## src/rtl/frost_round_sync_ctrl.sv

```systemverilog
`default_nettype none
// ============================================================================
// Module   : frost_round_sync_ctrl
// Purpose  : Multi-round synchronisation barrier for the FROST DKG/signing
//            fabric. Collects per-node arrival strobes for each protocol
//            round and releases the round once QUORUM of NUM_NODES nodes
//            have arrived. It steps a round index through NUM_ROUNDS rounds.
//            An optional per-round timeout reports the nodes that never
//            arrived (stragglers).
// Ports    : clk, rst_n               clock, asynchronous active-low reset
//            start_i, abort_i         run control from the coordinator
//            node_arrive_i            per-node arrival strobe/level
//            round_idx_o              current round (0-based)
//            busy_o                   high while collecting or releasing
//            release_o                one-cycle "round complete" pulse
//            arrived_mask_o           sticky arrival set of current round
//            protocol_done_o          all rounds released
//            timeout_err_o            round timed out
//            straggler_mask_o         nodes missing at timeout
//            wait_cycles_o            saturating cycles spent in this round
//            max_wait_cycles_o        longest completed-round wait
// Options  : define FROST_SYNC_STATS_EN to build the max_wait_cycles_o
//            statistics register. Without the macro, the output is tied to 0.
// Limits   : CNT_W <= 32 for the timeout comparison; NUM_ROUNDS <= 256.
// Revision : 1.0  initial release
// ============================================================================
module frost_round_sync_ctrl #(
  parameter int NUM_NODES      = 4,
  parameter int QUORUM         = 4,
  parameter int NUM_ROUNDS     = 2,
  parameter int TIMEOUT_CYCLES = 1024,
  parameter int CNT_W          = 16
) (
  input  logic                 clk,
  input  logic                 rst_n,
  input  logic                 start_i,
  input  logic                 abort_i,
  input  logic [NUM_NODES-1:0] node_arrive_i,
  output logic [7:0]           round_idx_o,
  output logic                 busy_o,
  output logic                 release_o,
  output logic [NUM_NODES-1:0] arrived_mask_o,
  output logic                 protocol_done_o,
  output logic                 timeout_err_o,
  output logic [NUM_NODES-1:0] straggler_mask_o,
  output logic [CNT_W-1:0]     wait_cycles_o,
  output logic [CNT_W-1:0]     max_wait_cycles_o
);

  localparam int                 c_pop_w      = $clog2(NUM_NODES + 1);
  localparam logic [c_pop_w-1:0] c_quorum     = c_pop_w'(QUORUM);
  localparam logic [7:0]         c_last_round = 8'(NUM_ROUNDS - 1);

  typedef enum logic [2:0] {
    ST_IDLE    = 3'd0,
    ST_COLLECT = 3'd1,
    ST_RELEASE = 3'd2,
    ST_DONE    = 3'd3,
    ST_TIMEOUT = 3'd4
  } state_e;

  state_e               state_q,   state_d;
  logic [7:0]           round_q,   round_d;
  logic [NUM_NODES-1:0] arrived_q, arrived_d;
  logic [NUM_NODES-1:0] strag_q,   strag_d;
  logic [CNT_W-1:0]     wait_q,    wait_d;

  logic [NUM_NODES-1:0] w_union;
  logic [c_pop_w-1:0]   w_pop;
  logic                 w_quorum;
  logic                 w_timeout_hit;
  logic [CNT_W-1:0]     w_wait_inc;

  // Arrivals seen in the current cycle count toward the quorum immediately.
  // This gives the one-cycle arrival-to-release latency.
  assign w_union = arrived_q | node_arrive_i;

  always_comb begin
    w_pop = '0;
    for (int i = 0; i < NUM_NODES; i++) begin
      w_pop = w_pop + c_pop_w'(w_union[i]);
    end
  end

  assign w_quorum   = (w_pop >= c_quorum);
  assign w_wait_inc = (&wait_q) ? wait_q : wait_q + CNT_W'(1);

  generate
    if (TIMEOUT_CYCLES == 0) begin : g_no_timeout
      assign w_timeout_hit = 1'b0;
    end else begin : g_timeout
      assign w_timeout_hit = (32'(wait_q) == 32'(TIMEOUT_CYCLES - 1));
    end
  endgenerate

  always_ff @(posedge clk or negedge rst_n) begin
    if (!rst_n) begin
      state_q   <= ST_IDLE;
      round_q   <= '0;
      arrived_q <= '0;
      strag_q   <= '0;
      wait_q    <= '0;
    end else begin
      state_q   <= state_d;
      round_q   <= round_d;
      arrived_q <= arrived_d;
      strag_q   <= strag_d;
      wait_q    <= wait_d;
    end
  end

  always_comb begin
    state_d         = state_q;
    round_d         = round_q;
    arrived_d       = arrived_q;
    strag_d         = strag_q;
    wait_d          = wait_q;
    busy_o          = 1'b0;
    release_o       = 1'b0;
    protocol_done_o = 1'b0;
    timeout_err_o   = 1'b0;

    unique case (state_q)
      ST_COLLECT: busy_o = 1'b1;
      ST_RELEASE: begin
        busy_o    = 1'b1;
        release_o = 1'b1;
      end
      ST_DONE:    protocol_done_o = 1'b1;
      ST_TIMEOUT: timeout_err_o   = 1'b1;
      default:    ;
    endcase

    if (abort_i) begin
      state_d   = ST_IDLE;
      round_d   = '0;
      arrived_d = '0;
      strag_d   = '0;
      wait_d    = '0;
    end else begin
      case (state_q)
        ST_IDLE, ST_DONE, ST_TIMEOUT: begin
          // A fresh run clears every trace of the previous run.
          if (start_i) begin
            state_d   = ST_COLLECT;
            round_d   = '0;
            arrived_d = '0;
            strag_d   = '0;
            wait_d    = '0;
          end
        end
        ST_COLLECT: begin
          arrived_d = w_union;
          wait_d    = w_wait_inc;
          // A quorum wins over a timeout that lands in the same cycle.
          if (w_quorum) begin
            state_d = ST_RELEASE;
          end else if (w_timeout_hit) begin
            state_d = ST_TIMEOUT;
            strag_d = ~w_union;
          end
        end
        ST_RELEASE: begin
          if (round_q == c_last_round) begin
            state_d = ST_DONE;
          end else begin
            state_d   = ST_COLLECT;
            round_d   = round_q + 8'd1;
            arrived_d = '0;
            wait_d    = '0;
          end
        end
        default: state_d = ST_IDLE;
      endcase
    end
  end

  assign round_idx_o      = round_q;
  assign arrived_mask_o   = arrived_q;
  assign straggler_mask_o = strag_q;
  assign wait_cycles_o    = wait_q;

`ifdef FROST_SYNC_STATS_EN
  // A round's wait includes its release cycle, hence the saturating +1.
  // Abort leaves the statistic untouched; only rst_n clears it.
  logic [CNT_W-1:0] max_wait_q;

  always_ff @(posedge clk or negedge rst_n) begin
    if (!rst_n) begin
      max_wait_q <= '0;
    end else if (state_q == ST_RELEASE && w_wait_inc > max_wait_q) begin
      max_wait_q <= w_wait_inc;
    end
  end

  assign max_wait_cycles_o = max_wait_q;
`else
  assign max_wait_cycles_o = '0;
`endif

endmodule
`default_nettype wire

```

## config.mk

```make
export PLATFORM = sky130hd
export DESIGN_NAME = frost_round_sync_ctrl
export DESIGN_NICKNAME = d
export VERILOG_FILES = /design/src/rtl/frost_round_sync_ctrl.sv
export SDC_FILE = /design/constraint.sdc
export NUM_CORES = 1
export LEC_CHECK = 0
export BUFFER_PORTS_ARGS = -buffer_cell sky130_fd_sc_hd__buf_2
export CAP_MARGIN = 10
export CORE_ASPECT_RATIO = 1.75
export CORE_MARGIN = 2
export CORE_UTILIZATION = 45
export CTS_CLUSTER_SIZE = 8
export DETAILED_ROUTE_END_ITERATION = 12
export MAX_ROUTING_LAYER = met4
export PLACE_DENSITY = 0.75
export SLEW_MARGIN = 20
export SYNTH_ARGS = -nofsm -noshare
export SYNTH_HDL_FRONTEND = slang
export SYNTH_SLANG_ARGS = --single-unit
```

## constraint.sdc

```tcl
create_clock -name clk -period 2.7 [get_ports clk]
set_input_delay 0.54 -clock clk [delete_from_list [all_inputs] [get_ports clk]]
set_output_delay 0.54 -clock clk [all_outputs]
set_load 0.03 [all_outputs]
```

[Word-level counts from Yosys, hierarchy flattened]
Index checks and enable logic that the tools add are counted.
Word-level totals
  word-level logic and storage cells: 64
  register bits: 35
  output and inout port bits: 52
Operators by class
  reduce and logical (&&, ||, !) cells: 12
  bitwise operators: 2
  order comparisons: 1
  mux-type cells: 27
  equality and inequality tests: 12
  $add $sub $neg: 5
Operators with widths (count)
  $mux W16: 4
  $pmux W16 S3: 1
  $mux W4: 6
  $mux W8: 3
  $add A16 B1 Y16 const B: 1
  $eq A16 B10 Y1 const B: 1
  $pmux W8 S2: 1
  $reduce_and A16 Y1: 1
  $ne A3 B3 Y1 const B: 5
  $mux W3: 4
  $pmux W4 S3: 1
  $pmux W3 S3: 1
  $add A8 B1 Y8 const B: 1
  $eq A8 B1 Y1 const B: 1
  $pmux W4 S2: 1
  $reduce_and A4 Y1: 2
  $eq A3 B2 Y1 const B: 2
  $reduce_and A3 Y1: 2
  $reduce_bool A3 Y1: 2
  $mux W1: 4
  $ne A4 B4 Y1 const B: 1
  $not A4 Y4: 1
  $or A4 B4 Y4: 1
  $reduce_bool A4 Y1: 1
  11 further kinds: 11

[Logic depth before layout (Yosys ltp)]
  depth in word-level cells: 8
  mapped depth: 8
  depth with buffers taken out: 8

[Worst setup path after synthesis]
No wires, ideal clock.
  path type: reg2reg
  start: reg state_q[1]
  end: reg round_q[3], in the netlist round_idx_o[3]
  required time: 2582 ps
  arrival: 2243 ps
  setup time: 118 ps
  path slack: 339 ps
  stages on the path, launching flop included: 7
  path through: dfrtp_1 buf_2 nor3b_1 a211oi_1 a21oi_2 o21ai_0 a21o_1
Between the ends
  cells in the longest elaborated chain, start to end: 4
  elaborated cells between the ends (all ways): 11
RTL lines
  start, declared: RTL line 62  | state_e state_q, state_d;
  start signal, assigned: RTL line 104  | state_q <= state_d;
  $eq A3 B2 Y1 (tied with other cells): RTL line 141  | case (state_q)
  $reduce_or A3 Y1: RTL line 141
  $ne A3 B3 Y1 (no source line) (tied with other cells)
  $reduce_and A3 Y1 (no source line) or $mux W8 (tied branches)
  end signal, assigned: RTL line 105  | round_q <= round_d;
  end, declared: RTL line 63  | logic [7:0] round_q, round_d;
Parallel ways exist; a longest one is shown, timed or not.
A chain may end at the register's enable or synchronous reset.

[Worst setup path after layout]
  start: reg state_q[1]
  end: reg wait_q[12], in the netlist wait_cycles_o[12]
Between the ends
  cells in the longest elaborated chain, start to end: 4
  elaborated cells between the ends (all ways): 13
RTL lines
  $eq A3 B2 Y1 (tied with other cells): RTL line 141
  $reduce_or A3 Y1: RTL line 141
  $ne A3 B3 Y1 (no source line) (tied with other cells)
  $reduce_and A4 Y1 (no source line) or $mux W16 (tied branches)
  end signal, assigned: RTL line 108  | wait_q <= wait_d;
  end, declared: RTL line 66  | logic [CNT_W-1:0] wait_q, wait_d;
Parallel ways exist; a longest one is shown, timed or not.

==> results summary <==
The finished layout holds ~350 standard cells, fillers aside. Of the total synthesized cell area, the portion taken by full adders, half adders and majority gates is 0.0231. The final-report max-slew violation count is 0. The multiplexer area fraction after synthesis came out at 0.0144.

The vertical extent of the die came out at 95.8 µm. The hold buffer count at CTS came out at 0. In the post-synthesis netlist, the biggest area contributors are sky130_fd_sc_hd__dfrtp_1 (40%), sky130_fd_sc_hd__buf_4 (5.9%), sky130_fd_sc_hd__o21ai_0 (4.6%).

Of all nets on the critical path, the largest fanout is 11. Relative to the synthesized area, the layout overhead comes to 14.1%. The parity-gate share of the synthesized area counting xor and xnor cells came out at 0.0121.

The overall routed net length is 5.15 mm. The share of total power in combinational logic is 0.264. The async set or reset register ratio after synthesis came out at 1.00. The detailed-route vias per instance came out at between 5 and 6. The number of violations of the max-capacitance limit is 0.

For the pin with the worst max-slew slack, the measured transition is roughly 0.84 ns. On the worst path, the slowest cell contributes a delay of 0.58 ns. The initial antenna violation count is 0. Counting buffers and inverters, the worst setup path is 4 cells deep.

Walking the worst path, the cells encountered are or3b_1 > or2_0 > or4_1 > nand3_1. The sequential share of power is 0.422. The first detailed-routing pass ran for 4 iterations. The placed wire-length estimate is between 3 and 4 mm. The TritonCTS clock tree is built. For this design the top-level I/O count stands at 60. IR analysis of the VDD net gives a maximum drop of 0.000332 V. The number of buffers added by the clock tree synthesis step came out at 5. Setup repair after global routing left no endpoint under its margin. The fraction of the mapped netlist area in compound gates is 0.228. The number of hold-slack violations in the final timing report came out at 0. The final weighted congestion in routability-driven placement came out at around 0.84. The total number of yosys warnings is 0. The first-pass GRT wire length is 8.26 mm.

The fraction of power spent switching nets came out at 0.354. Data on the critical path is required at its endpoint by 2.92 ns. The total negative slack came out at 0 ns. The synthesized design contains 0 enable-type register cells. The number of H-tree levels came out at 2. Of the total synthesized cell area, the portion taken by AND, OR, NAND and NOR gates is 0.226. The floorplan step defined a die boundary enclosing 0.00541 mm². The type of destination of the critical path is a flip-flop. For this design the ratio of total power to cell area is 558 mW/mm².

Of the post-synthesis cell area, the dominant cell type holds 0.404. The source-to-sink clock delay at the later pin of the worst-skew pair is 0.29 ns. The clock period could shrink to 2.15 ns. The DRC violation count after routing is 0.

The count of buffers added on input and output ports is 43. The top flip-flop cell by instance count after synthesis is sky130_fd_sc_hd__dfrtp_1. The biggest area contributor in the post-synthesis netlist is sky130_fd_sc_hd__dfrtp_1. Including well taps, the total number of placed cells is 343. The mapped cell area came out at 0.00217 mm².

The register clock-pin slew on the reported worst setup and hold paths came out at 0.08 ns. The standard cell core area is 0.00467 mm². Once layout is complete, the utilization of the core stands at 0.530. The timing-limited maximum frequency is roughly 460 MHz. The share of total power dissipated in the clock network is 0.313. The relative slew slack is 0.439. In this run the worst hold path is classified as input port to asynchronous set/reset pin. The master of the slowest instance on the critical path is sky130_fd_sc_hd__or4_1. The number of buffers inserted by post-CTS setup repair is 0. The total internal power is 0.891 mW. For this run the aggregate overflow at the end of global routing stands at 0. The root buffer cell chosen for the clock tree is sky130_fd_sc_hd__clkbuf_8.

The effective utilization at floorplan is 0.464. The total via count in the routed design came out at 2,047. The global routing usage summed across all routing layers came out at 0.196. The maximum number of pins on one net before global-route repair is 36. The main combinational cell family by area after synthesis is compound AO/OA/AOI/OAI gates. The count of cells resized by post-cts repair came out at 0. Measured in cells, the most critical reg-to-reg path has a length of 4.

The buffer and inverter count on the worst path came out at 0. The number of filler cells placed in the layout came out at 476. Dividing the detail-routed wire length by the instance count gives 14.7 µm. The die span in x came out at ~56 µm. The total power is 1.38 mW.

In this run the core area contains 33 standard-cell rows. The share of cells above drive strength 1 came out at 0.204. A synthesized cell averages 8.53 µm². The final net count came out at 310. Synthesis inferred 35 register bits. The clock passes through at most 2 buffers. The fraction of the cycle the final worst path needs came out at 0.797.

Grouping stages by cell kind, the critical path spends the most delay in simple AND/OR/NAND/NOR gates. The run finished with clean final reports. The total of endpoints with negative setup slack in the final report came out at 0. The worst path arrival time is 2.38 ns. The remaining antenna violation count after routing came out at 0. Counting every instance in the synthesized netlist gives ~250. The standby leakage power came out at ~1.2 nW. The iteration-0 DRC count of the detailed router came out at 60. The via count of the first global-routing pass came out at 1,887. For the final database, setup skew stands at roughly 0.0065 ns. STA classifies the critical path startpoint as a flip-flop. The number of different library cells used by synthesis comes to between 40 and 50. The switching component of the power is 0.489 mW.

The share of the Yosys chip area taken by registers is 0.404. The antenna diode count came out at 0. The clock drives 35 sinks. The critical path in this run is classified as flip-flop to flip-flop.
per-stage QoR:
| stage | instance area, µm² | setup slack (ns) | hold slack [ns] |
|---|---|---|---|
| 2_1_floorplan | 2220 | 0.339 | 0.244 |
| 3_3_place_gp | 2370 | 0.402 | 0.486 |
| 3_5_place_dp | 2370 | 0.303 | 0.497 |
| 4_1_cts | 2470 | 0.548 | 0.371 |
| 5_1_grt | 2470 | 0.400 | 0.399 |
| 6_report | 2470 | 0.547 | 0.334 |
cells in the mapped netlist, drive strengths merged, types with 3 or more instances:
| library cell | number |
|---|---|
| o21a | 3 |
| or4 | 4 |
| and3 | 9 |
| buf | 23 |
| o21ai | 21 |
| o211ai | 5 |
| inv | 8 |
| nor2 | 23 |
| a21oi | 20 |
| nor3 | 4 |
| o31ai | 3 |
| nand3 | 12 |
| nor4 | 3 |
| ha | 4 |
| a41oi | 4 |
| nand2 | 23 |
| dfrtp | 35 |
| and2 | 4 |
| a31oi | 12 |
power groups by stage:
stage                     Combinational [mW]  Clock, mW  Sequential (mW)
final                                  0.365      0.433            0.583
after global routing                   0.404      0.462            0.588
after CTS                              0.367      0.440            0.582
after detailed placement               0.366          0            0.592
after global placement                 0.362          0            0.591
after floorplan                        0.279          0            0.601
layout make-up:
class | instances | area, µm² | area share
inverter | 8 | 30.0 | 0.0121
clock buffer | 7 | 96.3 | 0.0390
clock inverter | 1 | 7.51 | 0.00304
sequential | 35 | 876 | 0.354
timing repair buffer | 47 | 245 | 0.0992
multi-input combinational | 201 | 1150 | 0.466
tap | 52 | 65.1 | 0.0263
state kept, by name (all words and copies together) (netlist names):
name              cells
straggler_mask_o      4
round_idx_o           8
wait_cycles_o        16
arrived_mask_o        4
state_q               3
layout by cell type (no fill, tap or decap), types with 2 or more instances in the layout:
cell and n:
sky130_fd_sc_hd__xnor2_1 2, sky130_fd_sc_hd__o32ai_1 2, sky130_fd_sc_hd__nor3_1 3, sky130_fd_sc_hd__a41oi_1 4, sky130_fd_sc_hd__nor4_1 3, sky130_fd_sc_hd__a31oi_1 12, sky130_fd_sc_hd__o21ai_0 20, sky130_fd_sc_hd__nor4b_1 2
sky130_fd_sc_hd__dfrtp_1 35, sky130_fd_sc_hd__a21oi_1 19, sky130_fd_sc_hd__o22ai_1 2, sky130_fd_sc_hd__nand3_1 12, sky130_fd_sc_hd__ha_1 4, sky130_fd_sc_hd__clkbuf_8 7, sky130_fd_sc_hd__nand2_1 23, sky130_fd_sc_hd__buf_2 43
sky130_fd_sc_hd__nor3b_1 2, sky130_fd_sc_hd__nand2b_1 2, sky130_fd_sc_hd__o211ai_1 5, sky130_fd_sc_hd__mux2i_1 2, sky130_fd_sc_hd__nor2_1 23, sky130_fd_sc_hd__conb_1 16, sky130_fd_sc_hd__and2_1 4, sky130_fd_sc_hd__inv_1 8
sky130_fd_sc_hd__and3_1 9, sky130_fd_sc_hd__or4_1 4, sky130_fd_sc_hd__o21a_1 3, sky130_fd_sc_hd__o31ai_1 3, sky130_fd_sc_hd__buf_4 4
cell families (layout without fill, tap and decap cells):
| family | Yosys count | after routing |
|---|---|---|
| other | 1 | 16 |
| and+or+nand+nor | 96 | 96 |
| muxes | 3 | 3 |
| DFF | 35 | 35 |
| xor gates and xnor gates | 3 | 3 |
| buffers and inverters | 33 | 63 |
| AOI/OAI and AO/OA | 79 | 79 |
| adders and majority gates | 4 | 4 |
per-layer routing:
metal,share of wire,routed length (µm),global-route usage,up-vias
met5,0,0,-,-
met4,0.0095,49,0.0833,0
met3,0.051,260,0.0255,4
met2,0.53,2720,0.344,69
met1,0.41,2110,0.221,987
li1,-,-,-,987
worst paths after layout:
path,slack (ns),start,end
min reg2reg,0.51,round_idx_o[7]$_DFFE_PN0P_,round_idx_o[7]$_DFFE_PN0P_
max,0.55,state_q[1]$_DFFE_PN0P_,wait_cycles_o[12]$_DFFE_PN0P_
max reg2reg,0.55,state_q[1]$_DFFE_PN0P_,wait_cycles_o[12]$_DFFE_PN0P_
min in group clk,0.50,node_arrive_i[3],arrived_mask_o[3]$_DFFE_PN0P_
min,0.33,rst_n,wait_cycles_o[1]$_DFFE_PN0P_
max in group asynchronous,1.84,rst_n,round_idx_o[5]$_DFFE_PN0P_
Note: power is estimated with default switching activity, not from simulation.
